## src/rtl/gecko_mem_arbiter.sv

```systemverilog
// gecko_mem_arbiter
//   Shares the single data-memory request port between two requesters:
//   requester 0 (execute-stage loads/stores) and requester 1 (debug/DMA).
//   Grants alternate round-robin and the winning request is captured in an
//   output register, so it reaches memory one cycle after acceptance.
//   Every accepted read pushes the requester index into an in-order tag
//   FIFO. Each read response is steered back to the requester at the FIFO
//   head. Writes produce no response and are not tagged.
//
// Ports
//   clk, rst            clock, synchronous active-high reset
//   req_valid/ready     per-requester handshake (bit i = requester i)
//   req_read_enable     per-requester read strobe
//   req_write_enable    per-requester byte write mask
//   req_addr/req_data   per-requester address and write data
//   mem_valid/ready     registered request handshake towards memory
//   mem_read_enable, mem_write_enable, mem_addr, mem_data
//                       forwarded request fields
//   mem_resp_valid/ready/data  read response from memory
//   resp_valid/ready    per-requester response handshake
//   resp_data           response data, shared by both requesters
//   outstanding         number of reads currently in flight
//   resp_error          sticky flag: a response arrived with no tag
module gecko_mem_arbiter #(
  parameter int MAX_OUTSTANDING = 4,
  parameter int ADDR_WIDTH      = 32,
  parameter int DATA_WIDTH      = 32
) (
  input  logic                                   clk,
  input  logic                                   rst,
  input  logic [1:0]                             req_valid,
  output logic [1:0]                             req_ready,
  input  logic [1:0]                             req_read_enable,
  input  logic [1:0][DATA_WIDTH/8-1:0]           req_write_enable,
  input  logic [1:0][ADDR_WIDTH-1:0]             req_addr,
  input  logic [1:0][DATA_WIDTH-1:0]             req_data,
  output logic                                   mem_valid,
  input  logic                                   mem_ready,
  output logic                                   mem_read_enable,
  output logic [DATA_WIDTH/8-1:0]                mem_write_enable,
  output logic [ADDR_WIDTH-1:0]                  mem_addr,
  output logic [DATA_WIDTH-1:0]                  mem_data,
  input  logic                                   mem_resp_valid,
  output logic                                   mem_resp_ready,
  input  logic [DATA_WIDTH-1:0]                  mem_resp_data,
  output logic [1:0]                             resp_valid,
  input  logic [1:0]                             resp_ready,
  output logic [DATA_WIDTH-1:0]                  resp_data,
  output logic [$clog2(MAX_OUTSTANDING):0]       outstanding,
  output logic                                   resp_error
);

  localparam int MASK_W = DATA_WIDTH / 8;
  localparam int PTR_W  = $clog2(MAX_OUTSTANDING);
  localparam int CNT_W  = PTR_W + 1;

  // Output request register
  logic                  r_memValid;
  logic                  r_memRead;
  logic [MASK_W-1:0]     r_memMask;
  logic [ADDR_WIDTH-1:0] r_memAddr;
  logic [DATA_WIDTH-1:0] r_memData;

  // Round-robin pointer: index of the requester favoured on a tie
  logic                  r_priority;

  // Tag FIFO: one bit per entry holds the issuing requester index
  logic [MAX_OUTSTANDING-1:0] r_tags;
  logic [PTR_W-1:0]           r_wrPtr;
  logic [PTR_W-1:0]           r_rdPtr;
  logic [CNT_W-1:0]           r_count;
  logic                       r_respError;

  logic       w_slotFree;
  logic       w_fifoFull;
  logic       w_fifoEmpty;
  logic [1:0] w_eligible;
  logic       w_anyGrant;
  logic       w_grantIdx;
  logic       w_push;
  logic       w_pop;
  logic       w_headTag;

  // Arbitration. Fullness looks only at the registered count, so a response
  // popping in this same cycle does not open room for a new read yet.
  // Grants are suppressed while reset is asserted so nothing is accepted
  // into state that is about to be cleared.
  always_comb begin
    w_slotFree = !r_memValid || mem_ready;
    w_fifoFull = (r_count == CNT_W'(MAX_OUTSTANDING));
    w_eligible = 2'b00;
    for (int i = 0; i < 2; i++) begin
      w_eligible[i] = !rst && req_valid[i] && w_slotFree &&
                      (!req_read_enable[i] || !w_fifoFull);
    end
    w_anyGrant = |w_eligible;
    w_grantIdx = 1'b0;
    if (w_eligible == 2'b11) begin
      w_grantIdx = r_priority;
    end else if (w_eligible[1]) begin
      w_grantIdx = 1'b1;
    end
    req_ready = w_anyGrant ? (2'b01 << w_grantIdx) : 2'b00;
    // A read strobe wins over a write mask, so mixed requests are tagged.
    w_push    = w_anyGrant && req_read_enable[w_grantIdx];
  end

  // Response steering. With an empty FIFO a response has no owner; it is
  // accepted and dropped so memory never stalls on it.
  always_comb begin
    w_fifoEmpty    = (r_count == '0);
    w_headTag      = r_tags[r_rdPtr];
    resp_valid     = (mem_resp_valid && !w_fifoEmpty) ? (2'b01 << w_headTag) : 2'b00;
    resp_data      = mem_resp_data;
    mem_resp_ready = w_fifoEmpty ? mem_resp_valid : resp_ready[w_headTag];
    w_pop          = mem_resp_valid && mem_resp_ready && !w_fifoEmpty;
  end

  // Output register: load on grant, otherwise drop valid once memory takes it.
  always_ff @(posedge clk) begin
    if (rst) begin
      r_memValid <= 1'b0;
      r_memRead  <= 1'b0;
      r_memMask  <= '0;
      r_memAddr  <= '0;
      r_memData  <= '0;
      r_priority <= 1'b0;
    end else begin
      if (w_anyGrant) begin
        r_memValid <= 1'b1;
        r_memRead  <= req_read_enable[w_grantIdx];
        r_memMask  <= req_write_enable[w_grantIdx];
        r_memAddr  <= req_addr[w_grantIdx];
        r_memData  <= req_data[w_grantIdx];
        r_priority <= !w_grantIdx;
      end else if (mem_ready) begin
        r_memValid <= 1'b0;
      end
    end
  end

  // Tag FIFO and outstanding count. Pointers wrap naturally because the
  // depth is a power of two.
  always_ff @(posedge clk) begin
    if (rst) begin
      r_tags      <= '0;
      r_wrPtr     <= '0;
      r_rdPtr     <= '0;
      r_count     <= '0;
      r_respError <= 1'b0;
    end else begin
      if (w_push) begin
        r_tags[r_wrPtr] <= w_grantIdx;
        r_wrPtr         <= r_wrPtr + 1'b1;
      end
      if (w_pop) begin
        r_rdPtr <= r_rdPtr + 1'b1;
      end
      case ({w_push, w_pop})
        2'b10:   r_count <= r_count + CNT_W'(1);
        2'b01:   r_count <= r_count - CNT_W'(1);
        default: r_count <= r_count;
      endcase
      if (mem_resp_valid && w_fifoEmpty) begin
        r_respError <= 1'b1;
      end
    end
  end

  assign mem_valid        = r_memValid;
  assign mem_read_enable  = r_memRead;
  assign mem_write_enable = r_memMask;
  assign mem_addr         = r_memAddr;
  assign mem_data         = r_memData;
  assign outstanding      = r_count;
  assign resp_error       = r_respError;

endmodule
```

## config.mk

```make
export PLATFORM = sky130hd
export DESIGN_NAME = gecko_mem_arbiter
export DESIGN_NICKNAME = d
export VERILOG_FILES = /design/src/rtl/gecko_mem_arbiter.sv
export SDC_FILE = /design/constraint.sdc
export NUM_CORES = 1
export LEC_CHECK = 0
export CORE_AREA = 2 2 114 116
export DETAILED_ROUTE_END_ITERATION = 8
export DIE_AREA = 0 0 116 118
export PLACE_DENSITY_LB_ADDON = 0.05
export SYNTH_ARGS = -nofsm -noshare
export SYNTH_HDL_FRONTEND = slang
export SYNTH_SLANG_ARGS = --single-unit
```

## constraint.sdc

```tcl
create_clock -name clk -period 3.4 [get_ports clk]
set_input_delay 0.68 -clock clk [delete_from_list [all_inputs] [get_ports clk]]
set_output_delay 0.68 -clock clk [all_outputs]
set_load 0.005 [all_outputs]
```

Word level (Yosys, flattened, before mapping)
Index checks and enable logic that the tools add are counted.

Flip-flop bits (word level): 83. Input port bits: 178. Word-level logic and storage cells: 75.

Add/subtract/negate cells: 4. Order comparisons: 5. Equality and inequality tests: 4. Shift operators: 2. Muxes and demuxes: 23. Reductions and logical operators: 26.

Operators with widths (number): $mux W32 (4); $logic_and A1 B1 Y1 (12); $mux W1 (11); $mux W4 (2); $logic_not A1 Y1 (7); $lt A2 B3 Y1 const B (2); $pmux W3 S2 (1); $add A2 B1 Y2 const B (2); $bwmux W4 (1); $eq A2 B2 Y1 const B (2); $lt A1 B2 Y1 const B (2); $mux W2 (2); $reduce_bool A2 Y1 (2); $shl A1 B1 Y2 const A (2); $add A3 B1 Y3 const B (1); $eq A3 B3 Y1 const B (1); $logic_not A3 Y1 (1); $logic_or A1 B1 Y1 (3); $sub A3 B1 Y3 const B (1); $bmux W1 S2 (1); $demux W1 S2 (1); $eq A2 B1 Y1 const B (1); $ge A2 B1 Y1 const B (1); $reduce_or A2 Y1 (1).

Depth between registers and ports, before layout
Gate-level depths: netlist of the first run.

Depth in word-level cells: 11. Mapped depth: 11. Mapped depth without buffers: 11.

Worst setup path before layout of the first run
Ideal clock, no wire load.

Path type: input -> register. From: in rst. To: reg r_count[2] (netlist: outstanding[2]). Setup time: 0.071 ns. Arrival time: 2.684 ns. Path slack: 0.646 ns. Stages on the path: 11. Buffers on the path: 1. Cells stage by stage: nand2b_1 > or4b_1 > a21oi_1 > buf_4 > inv_1 > ha_1 > inv_1 > fa_1 > xor2_1 > or3_1 > a21oi_1.

Cells in the longest elaborated chain, start to end: 11.

Ends and longest elaborated chain: from (decl) (line 30) `input logic rst,`; $logic_not A1 Y1 (line 93) `w_eligible[i] = !rst && req_valid[i] && w_slotFree &&`; $logic_and A1 B1 Y1 (3 in a row) (line 93); $eq A2 B2 Y1 or $mux W1 (tied branches) (line 98, 100); $mux W1 (line 98) `if (w_eligible == 2'b11) begin`; $mux W1 (not written as such) (2 in a row) (line 105) `w_push = w_anyGrant && req_read_enable[w_grantIdx];`; $logic_and A1 B1 Y1 (line 105); $eq A2 B1 Y1 or $eq A2 B2 Y1 (tied branches) (line 159) `case ({w_push, w_pop})`; $pmux W3 S2 or $reduce_bool A2 Y1 (tied branches); to (signal assigned) (line 160) `2'b10: r_count <= r_count + CNT_W'(1);`; to (signal assigned) (line 161) `2'b01: r_count <= r_count - CNT_W'(1);`; to (signal assigned) (line 162) `default: r_count <= r_count;`; to (decl) (line 71) `logic [CNT_W-1:0] r_count;`.

Several ways; a longest one is shown, not always the timed one. The select of a mux whose other input is x is not followed. A chain may end at the register's enable or synchronous reset.

Final worst setup path of the first run
From: in req_valid[0]. To: out req_ready[0].

Cells in the longest elaborated chain, start to end: 7.

Ends and longest elaborated chain: from (decl) (line 31) `input logic [1:0] req_valid,`; $logic_and A1 B1 Y1 (*) (3 in a row) (line 93); $eq A2 B2 Y1 (line 98); $mux W1 (line 98); $shl A1 B1 Y2 (line 103) `req_ready = w_anyGrant ? (2'b01 << w_grantIdx) : 2'b00;`; $mux W2 (*) (line 103); to (decl) (line 32) `output logic [1:0] req_ready,`.

Every way passes the cells marked *; elsewhere a longest branch is shown, timed or not.

==> metrics.txt, run 1 <==
Routed WL=13.5 mm; largest net degree at the start of global routing=70; clk_skew=0.00644 ns; fin crit share=around nine tenths; die footprint=~14,000 um^2; clock slew at reported path FFs=0.06 ns; # DRC=0; total global-route track usage=between 10% and 20%; Hold Path Origin=resp_error; slowest stage cell, crit path=clkdlybuf4s50_1; Clock Latency Late Sink=0.33 ns; Reg2Reg Depth=11; Yosys cell types=32; cts bufs inserted=9; outcome=finished, final reports clean; setup TNS=0 ns; crit path time final=around 3.1 ns; hold path depth=2; Worst Hold End=resp_error; mapped cell area=between 4000 and 5000 um^2; initial core utilization=around 32%; HPWL Detailed=a little over 9 mm; #FFs+latches synth=83; Post-synth EDFFs=0; CTS resizes=0; Setup Buffers After CTS=0; wire per inst=15.8 um; Req. time, crit path=2.72 ns; Core Area=around 12,000 um^2; synth warn=0; Leak=between 2 and 2.5 nW; port bufs=224; Min-Delay Path Class=reg2reg; share of layout cells above drive strength 1=under 10%; total clock sinks=83; Final #Nets=about 860; RSZ-0062 raised after global routing=no; classification of the worst setup path=in2out; Rows=just over 40; CP Launch Type=input port; Layout area overhead=59.9%; gr ovfl total=0; Slew HR=a little under half; register area share after synthesis=approximately two fifths; Post-synth top flop=dfxtp_1; post-synth top area cell=dfxtp_1; crit end category=output port; setup violators final=0; post-synthesis net count=about 690; worst path cell trace=clkdlybuf4s50_1, nand2b_1, a211o_1, and2_2, nor2_1, clkdlybuf4s50_1; chip height=118 um; actual transition at the worst max-transition pin=~0.81 ns; Fmax=around 0.32 GHz; Via-to-Cell Ratio=between 4 and 5; clk buf depth=2; DR vias=roughly 4.3k; die span in x=between 100 and 150 um; Placer Congestion=between 0.8 and 0.9; Iter 0 DRT Violations=between 150 and 200; CP dominant cell by count=clkdlybuf4s50_1; CTS Hold Bufs=0; Final ANT Viol Nets=0; Worst EP arrival=between 2 and 2.5 ns; worst reg2reg path startpoint=r_rdPtr[1]; Hold Vio Cnt, Final=0; Final Max Slew Viols=0; htree depth=3; sequential cell area=~1700 um^2; Syn Inst Count=between 500 and 600; first-pass GRT wire length=between 20 and 25 mm; Post-synth top cells=83 x dfxtp_1, 83 x nor2_1, 79 x a21oi_1; CTS root buf=clkbuf_16; reg-to-reg critical path endpoint=outstanding[2]; vias in the first global route=between 4k and 5k; Yosys top cell area share=between 40% and 50%; max-cap check violation count=0; ranking of synthesized cells by area=dfxtp_1 41%, a211oi_1 13%, a21oi_1 9.9%, nor2_1 7.8%, buf_4 7.1%; antenna violations before repair=0; 1st-pass router iterations=4; worst-case hold slack=between 0.4 and 0.5 ns; Top Ports=289; crit-path max FO=4; pwr dens=about 440 nW/um^2; Mean Syn Cell Area=7.87 um^2; peak supply drop=between 0.2 and 0.25 mV; area of the multi-input gates=roughly 1900 um^2; r2r setup slk=just over 0.8 ns; Antenna Cells=0; asr flop ratio synth=0%; # fillers=~1.2k; CP peak stage delay=around 0.52 ns; CTS tree=done
[metrics by stage]
stage | setup slack, ns | util, % | cells | cell area, um^2 | total power, W
2_1_floorplan | 0.646 | - | 509 | 4010 | 0.00146
3_3_place_gp | 0.280 | 49.2 | 841 | 6110 | 0.00185
3_5_place_dp | 0.248 | 49.2 | 841 | 6110 | 0.00186
4_1_cts | 0.247 | 51.6 | 857 | 6400 | 0.00286
5_1_grt | 0.193 | 51.6 | 857 | 6400 | 0.00297
6_report | 0.274 | 51.6 | 857 | 6400 | 0.00281
[metal layers]
layer	GRT usage, %	share of wire (%)
met2	33.2	49
met1	22.6	41
met5	0	0
met3	6.64	8.5
met4	7.81	2.0
[area by class of cell]
cell class                 count  share of cell area, %
timing repair buffer         232                   36.1
multi-input combinational    347                   29.6
sequential                    83                   25.9
clock buffer                  11                   3.79
tap                          172                   3.36
clock inverter                 5                  0.821
inverter                       7                  0.410
[worst max-delay path by stage]
stage                 start              to  slack, ns  depth (start not counted)
3_5_place_dp   req_valid[0]    req_ready[0]       0.25                          6
5_1_grt        req_valid[0]    req_ready[0]       0.19                          6
2_1_floorplan           rst  outstanding[2]       0.65                         11
3_3_place_gp   req_valid[0]    req_ready[0]       0.28                          6
4_1_cts        req_valid[0]    req_ready[0]       0.25                          6
6_report       req_valid[0]    req_ready[0]       0.27                          6
[critical path, delay by kind of cell]
kind | cells | cell delay [ns]
buffers and inverters | 2 | 1.00
AND/OR/NAND/NOR | 3 | 0.41
AO/OA/AOI/OAI | 1 | 0.35
[flip-flops by register name, indices dropped and copies added (netlist names)]
register and cells:
mem_addr 32, mem_valid 1, mem_data 32, mem_write_enable 4, resp_error 1, outstanding 3, r_rdPtr 2, r_tags 4
mem_read_enable 1, r_priority 1, r_wrPtr 2
[logic make-up after synthesis]
family,share of synthesized area [%]
buffers and inverters,11.5
xor gates and xnor gates,0.875
and+or+nand+nor,17.7
DFF,41.5
AOI/OAI and AO/OA,24.8
muxes,1.53
adders and majority gates,2.06
[where the power goes]
part | total [W] | switching (W) | internal [W]
clock network | 0.000981 | 0.000395 | 0.000586
registers | 0.00112 | 0.0000522 | 0.00106
logic | 0.000713 | 0.000296 | 0.000417
total | 0.00281 | 0.000744 | 0.00207
[placed cells by master, fill, tap and decap left out, types with 3 or more instances in the layout]
master           synthesis  layout
dfxtp_1                 83      83
nand3_1                  4       4
a21oi_1                 79      79
nand2_1                 71      70
clkinv_2                 0       3
a21bo_2                  4       4
mux2i_1                  5       5
nor3_1                   3       3
clkbuf_16                0       9
inv_1                    6       6
nor2_1                  83      83
ha_1                     5       5
clkdlybuf4s50_1          0     223
a211oi_1                69      69
buf_4                   38       7
nor2b_1                  4       4
Note: power is estimated with default switching activity, not from simulation.
==> inputs of run 2 (changes only) <==
PLACE_DENSITY_LB_ADDON = 0.15   (was 0.05)
REMOVE_ABC_BUFFERS = 1   (was unset)
SLEW_MARGIN = 40   (was unset)
==> metrics.txt, run 2 (synthesis gave the netlist of run 1 again) <==
outcome=finished, final reports clean; Antenna Cells=0; worst-case hold slack=slightly below 0.5 ns; max-cap check violation count=0; first-pass GRT wire length=23.1 mm; CTS Hold Bufs=0; CP Launch Type=input port; r2r setup slk=a little over 0.8 ns; htree depth=3; Via-to-Cell Ratio=5.05; share of layout cells above drive strength 1=5.11%; crit path time final=between 3 and 4 ns; switch share=26.5%; slowest stage cell, crit path=clkdlybuf4s50_1; Req. time, crit path=2.72 ns; Routed WL=approximately 15 mm; M1 GR Usage=26.6%; setup violators final=0; Clock Power Share=35.4%; Placer Congestion=~0.78; Iter 0 DRT Violations=between 150 and 200; Crit. path cell count=6; largest net degree at the start of global routing=70; peak supply drop=0.229 mV; clk_skew=0.00915 ns; die footprint=13,700 um^2; Crit path max-delay family=buffers and inverters; total global-route track usage=around 22%; clk buf depth=2; DR vias=about 4.3k; hold path depth=2; total clock sinks=a little over 80; met3 Use GR=11.6%; classification of the worst setup path=in2out; gr busiest metal=met2; actual transition at the worst max-transition pin=around 0.80 ns; chip height=about 120 um; cts bufs inserted=9; crit end category=output port; Leak=2.50 nW; fin crit share=a little over nine tenths; Min-Delay Path Class=reg2reg; Worst EP arrival=approximately 2.5 ns; Final ANT Viol Nets=0; Fmax=around 0.31 GHz; die span in x=116 um; CTS root buf=clkbuf_16; # fillers=roughly 1.2k; Final Max Slew Viols=0; met2 usage=32.7%; antenna violations before repair=0; CTS tree=done; # DRC=0; Rows=~40; Layout area overhead=60.1%; gr ovfl total=0; HPWL Detailed=approximately 11 mm; Hold Vio Cnt, Final=0; initial core utilization=32.3%; CTS resizes=0; CP peak stage delay=about 0.57 ns; pwr dens=around 440 nW/um^2; crit-path max FO=4; Core Area=12,400 um^2; Top Ports=~290; Non-Filler Instances=roughly 860; commonest non-fill, non-tap cell in the layout=clkdlybuf4s50_1; clock slew at reported path FFs=approximately 0.060 ns; sw power=roughly 0.00075 W; vias in the first global route=4,442; wire per inst=around 18 um; worst path buffer plus inverter count=2; Int Pwr=~0.0021 W; Util after Layout=51.7%; port bufs=224; Seq pwr share=roughly 40%; most frequent cells in the layout=223 x clkdlybuf4s50_1, 83 x nor2_1, 83 x dfxtp_1, 79 x a21oi_1, 70 x nand2_1; Final #Nets=between 800 and 900; logic gate share of total power=between 20% and 30%; 1st-pass router iterations=4; worst path cell trace=clkdlybuf4s50_1, nand2b_1, a211o_1, and2_2, nor2_1, clkdlybuf4s50_1; RSZ-0062 raised after global routing=no; Clock Latency Late Sink=~0.34 ns; Slew HR=46.4%; CP dominant cell by count=clkdlybuf4s50_1; Placed Cells=between 800 and 900; Reg2Reg Depth=11; Setup Buffers After CTS=0
run 2: cell types whose count changed in the layout (fill, tap and decap cells not counted):
cell | previous run | this run
clkinvlp_4 | 1 | 0
clkbuf_8 | 1 | 2
clkinv_4 | 0 | 1
clkinv_2 | 3 | 2
run 2: tightest hold or removal path, cell delays in order (launching register included):
cell and delay (ns):
dfxtp_1 0.33, a21oi_1 0.04, nor2_1 0.07
run 2: final cells by class:
type,instances,area [um^2],share of cell area (%)
clock inverter,4,48.8,0.761
sequential,83,1660,25.9
timing repair buffer,232,2310,36.0
multi-input combinational,347,1900,29.6
tap,172,215,3.36
inverter,7,26.3,0.410
clock buffer,12,256,4.00
run 2: routing by layer:
| layer | wire length [um] | share of wire, % |
|---|---|---|
| met5 | 79 | 0.52 |
| met4 | 412 | 2.7 |
| met3 | 1690 | 11 |
| met2 | 6740 | 44 |
| met1 | 6340 | 42 |
run 2: per-stage QoR:
stage,setup TNS (ns),total power [W],setup WS [ns],area [um^2]
after floorplan,-30.89,0.00140,-0.854,3570
after global placement,0,0.00185,0.223,6110
after detailed placement,0,0.00186,0.202,6110
after CTS,0,0.00289,0.186,6410
after global routing,0,0.00300,0.106,6410
final,0,0.00284,0.189,6410
run 2: final timing paths:
kind / startpoint / endpoint
worst max-delay path: req_valid[0] / req_ready[0]
worst min register to register: resp_error / resp_error
worst min-delay path: resp_error / resp_error
worst max register to register: r_rdPtr[1] / outstanding[2]
run 2: power by group through the flow:
stage / clock network [W] / logic [W] / registers [W]
2_1_floorplan: 0 / 0.000262 / 0.00114
3_3_place_gp: 0 / 0.000716 / 0.00113
3_5_place_dp: 0 / 0.000726 / 0.00114
4_1_cts: 0.00104 / 0.000729 / 0.00112
5_1_grt: 0.00108 / 0.000789 / 0.00113
6_report: 0.00101 / 0.000720 / 0.00112
==> inputs of run 3 (changes only) <==
CORE_AREA = 2 2 112 114   (was 2 2 114 116)
DIE_AREA = 0 0 114 116   (was 0 0 116 118)
clock period = 3.8 ns   (was 3.4 ns; I/O delays follow)
==> metrics.txt, run 3 (synthesis gave the netlist of run 1 again) <==
Fmax=0.289 GHz; most frequent cells in the layout=223 x clkdlybuf4s50_1, 83 x nor2_1, 83 x dfxtp_1, 79 x a21oi_1, 70 x nand2_1; Core Area=11,900 um^2; Antenna Cells=0; cts bufs inserted=9; DR vias=between 4k and 5k; setup slack at placement=0.394 ns; CP Launch Type=input port; crit end category=output port; hold path depth=2; CTS root buf=clkbuf_16; switch share=about a quarter; clk_skew=0.00575 ns; outcome=finished, final reports clean; worst reg2reg path startpoint=r_rdPtr[1]; clock slew at reported path FFs=0.06 ns; Iter 0 DRT Violations=between 100 and 150; Hold Vio Cnt, Final=0; Worst Hold End=resp_error; 1st-pass router iterations=4; initial core utilization=between 30% and 40%; r2r setup slk=between 1 and 1.5 ns; Final Max Slew Viols=0; Tot Pwr=about 0.0025 W; Hold Path Origin=resp_error; CP peak stage delay=about 0.58 ns; gr ovfl total=0; logic gate share of total power=between 20% and 30%; Final ANT Viol Nets=0; Rows=40; antenna violations before repair=1; pwr dens=393 nW/um^2; total global-route track usage=approximately 22%; peak supply drop=0.191 mV; setup violators final=0; first-pass GRT wire length=22.6 mm; Min-Delay Path Class=reg2reg; Clock Power Share=34.4%; CTS tree=done; clk buf depth=2; die span in x=roughly 110 um; Setup Buffers After CTS=0; Final #Nets=between 800 and 900; commonest non-fill, non-tap cell in the layout=clkdlybuf4s50_1; largest net degree at the start of global routing=79; CTS Hold Bufs=0; Top Ports=just under 300; classification of the worst setup path=in2out; design area=6360 um^2; CP dominant cell by count=clkdlybuf4s50_1; Slew HR=48.9%; Area after DPL=about 6000 um^2; htree depth=3; port bufs=about 220; RSZ-0062 raised after global routing=no; vias in the first global route=4,302; Non-Filler Instances=roughly 830; Worst EP arrival=about 2.7 ns; Reg2Reg Depth=11; reg-to-reg critical path endpoint=outstanding[2]; # DRC=0; setup TNS=0 ns; Layout area overhead=58.7%; crit-path max FO=12; Placer Congestion=approximately 0.79; Int Pwr=roughly 0.0018 W; Placed Cells=just over 800; Clock Latency Late Sink=about 0.34 ns; crit path time final=about 3.5 ns; Req. time, crit path=3.04 ns; max-cap check violation count=0; die footprint=13,200 um^2; sw power=roughly 0.00066 W; slowest stage cell, crit path=clkdlybuf4s50_1; total clock sinks=83; worst path cell trace=clkdlybuf4s50_1, nand2b_1, a211oi_1, o21ai_4, inv_2, clkdlybuf4s50_1; Setup WS post-layout=0.343 ns; Leak=about 2.5 nW; Routed WL=14.8 mm; wire per inst=17.9 um; chip height=between 100 and 150 um; HPWL Detailed=about 11 mm; Via-to-Cell Ratio=5.10; share of layout cells above drive strength 1=between 4 and 5%; Seq pwr share=between 30% and 40%; fin crit share=about nine tenths; actual transition at the worst max-transition pin=0.766 ns; CTS resizes=0
[run 3: stage by stage]
step                      hold WS [ns]  utilization, %
after floorplan                  0.460               -
after global placement           0.453            51.0
after detailed placement         0.465            51.0
after global routing             0.523            53.4
final                            0.471            53.4
after CTS                        0.479            53.3
[run 3: how the worst max path moves through the flow]
stage                 start           end  slack [ns]  cells past startpoint
2_1_floorplan           rst  req_ready[0]       -0.61                      5
3_3_place_gp   req_valid[1]  req_ready[1]        0.43                      6
3_5_place_dp   req_valid[1]  req_ready[1]        0.39                      6
4_1_cts        req_valid[1]  req_ready[1]        0.37                      6
5_1_grt        req_valid[1]  req_ready[1]        0.29                      6
6_report       req_valid[1]  req_ready[1]        0.34                      6
[run 3: critical path, delay by kind of cell]
kind / cells / cell delay [ns]
compound gates: 2 / 0.51
buf+inv: 3 / 1.32
simple gates: 1 / 0.10
[run 3: power by group through the flow]
stage	Sequential, W	Clock (W)	Combinational (W)
after global placement	0.00101	0	0.000637
after CTS	0.000999	0.000877	0.000650
after floorplan	0.00102	0	0.000234
final	0.000998	0.000861	0.000642
after global routing	0.00101	0.000917	0.000707
after detailed placement	0.00102	0	0.000645
[run 3: cell type report]
class                      count  area, um^2
timing repair buffer         231        2310
multi-input combinational    347        1900
clock inverter                 3        40.0
inverter                       7        26.3
sequential                    83        1660
fill                        1147        5560
tap                          147         184
clock buffer                  11         243
[run 3: metal layers]
layer | vias to the layer above | GRT usage (%) | share of wire [%] | wire [um]
met1 | 1941 | 25.4 | 41 | 6010
met5 | - | 4.81 | 0.50 | 74
met3 | 20 | 14.5 | 15 | 2170
li1 | 2050 | - | - | -
met4 | 2 | 7.97 | 1.7 | 250
met2 | 218 | 33.6 | 43 | 6310
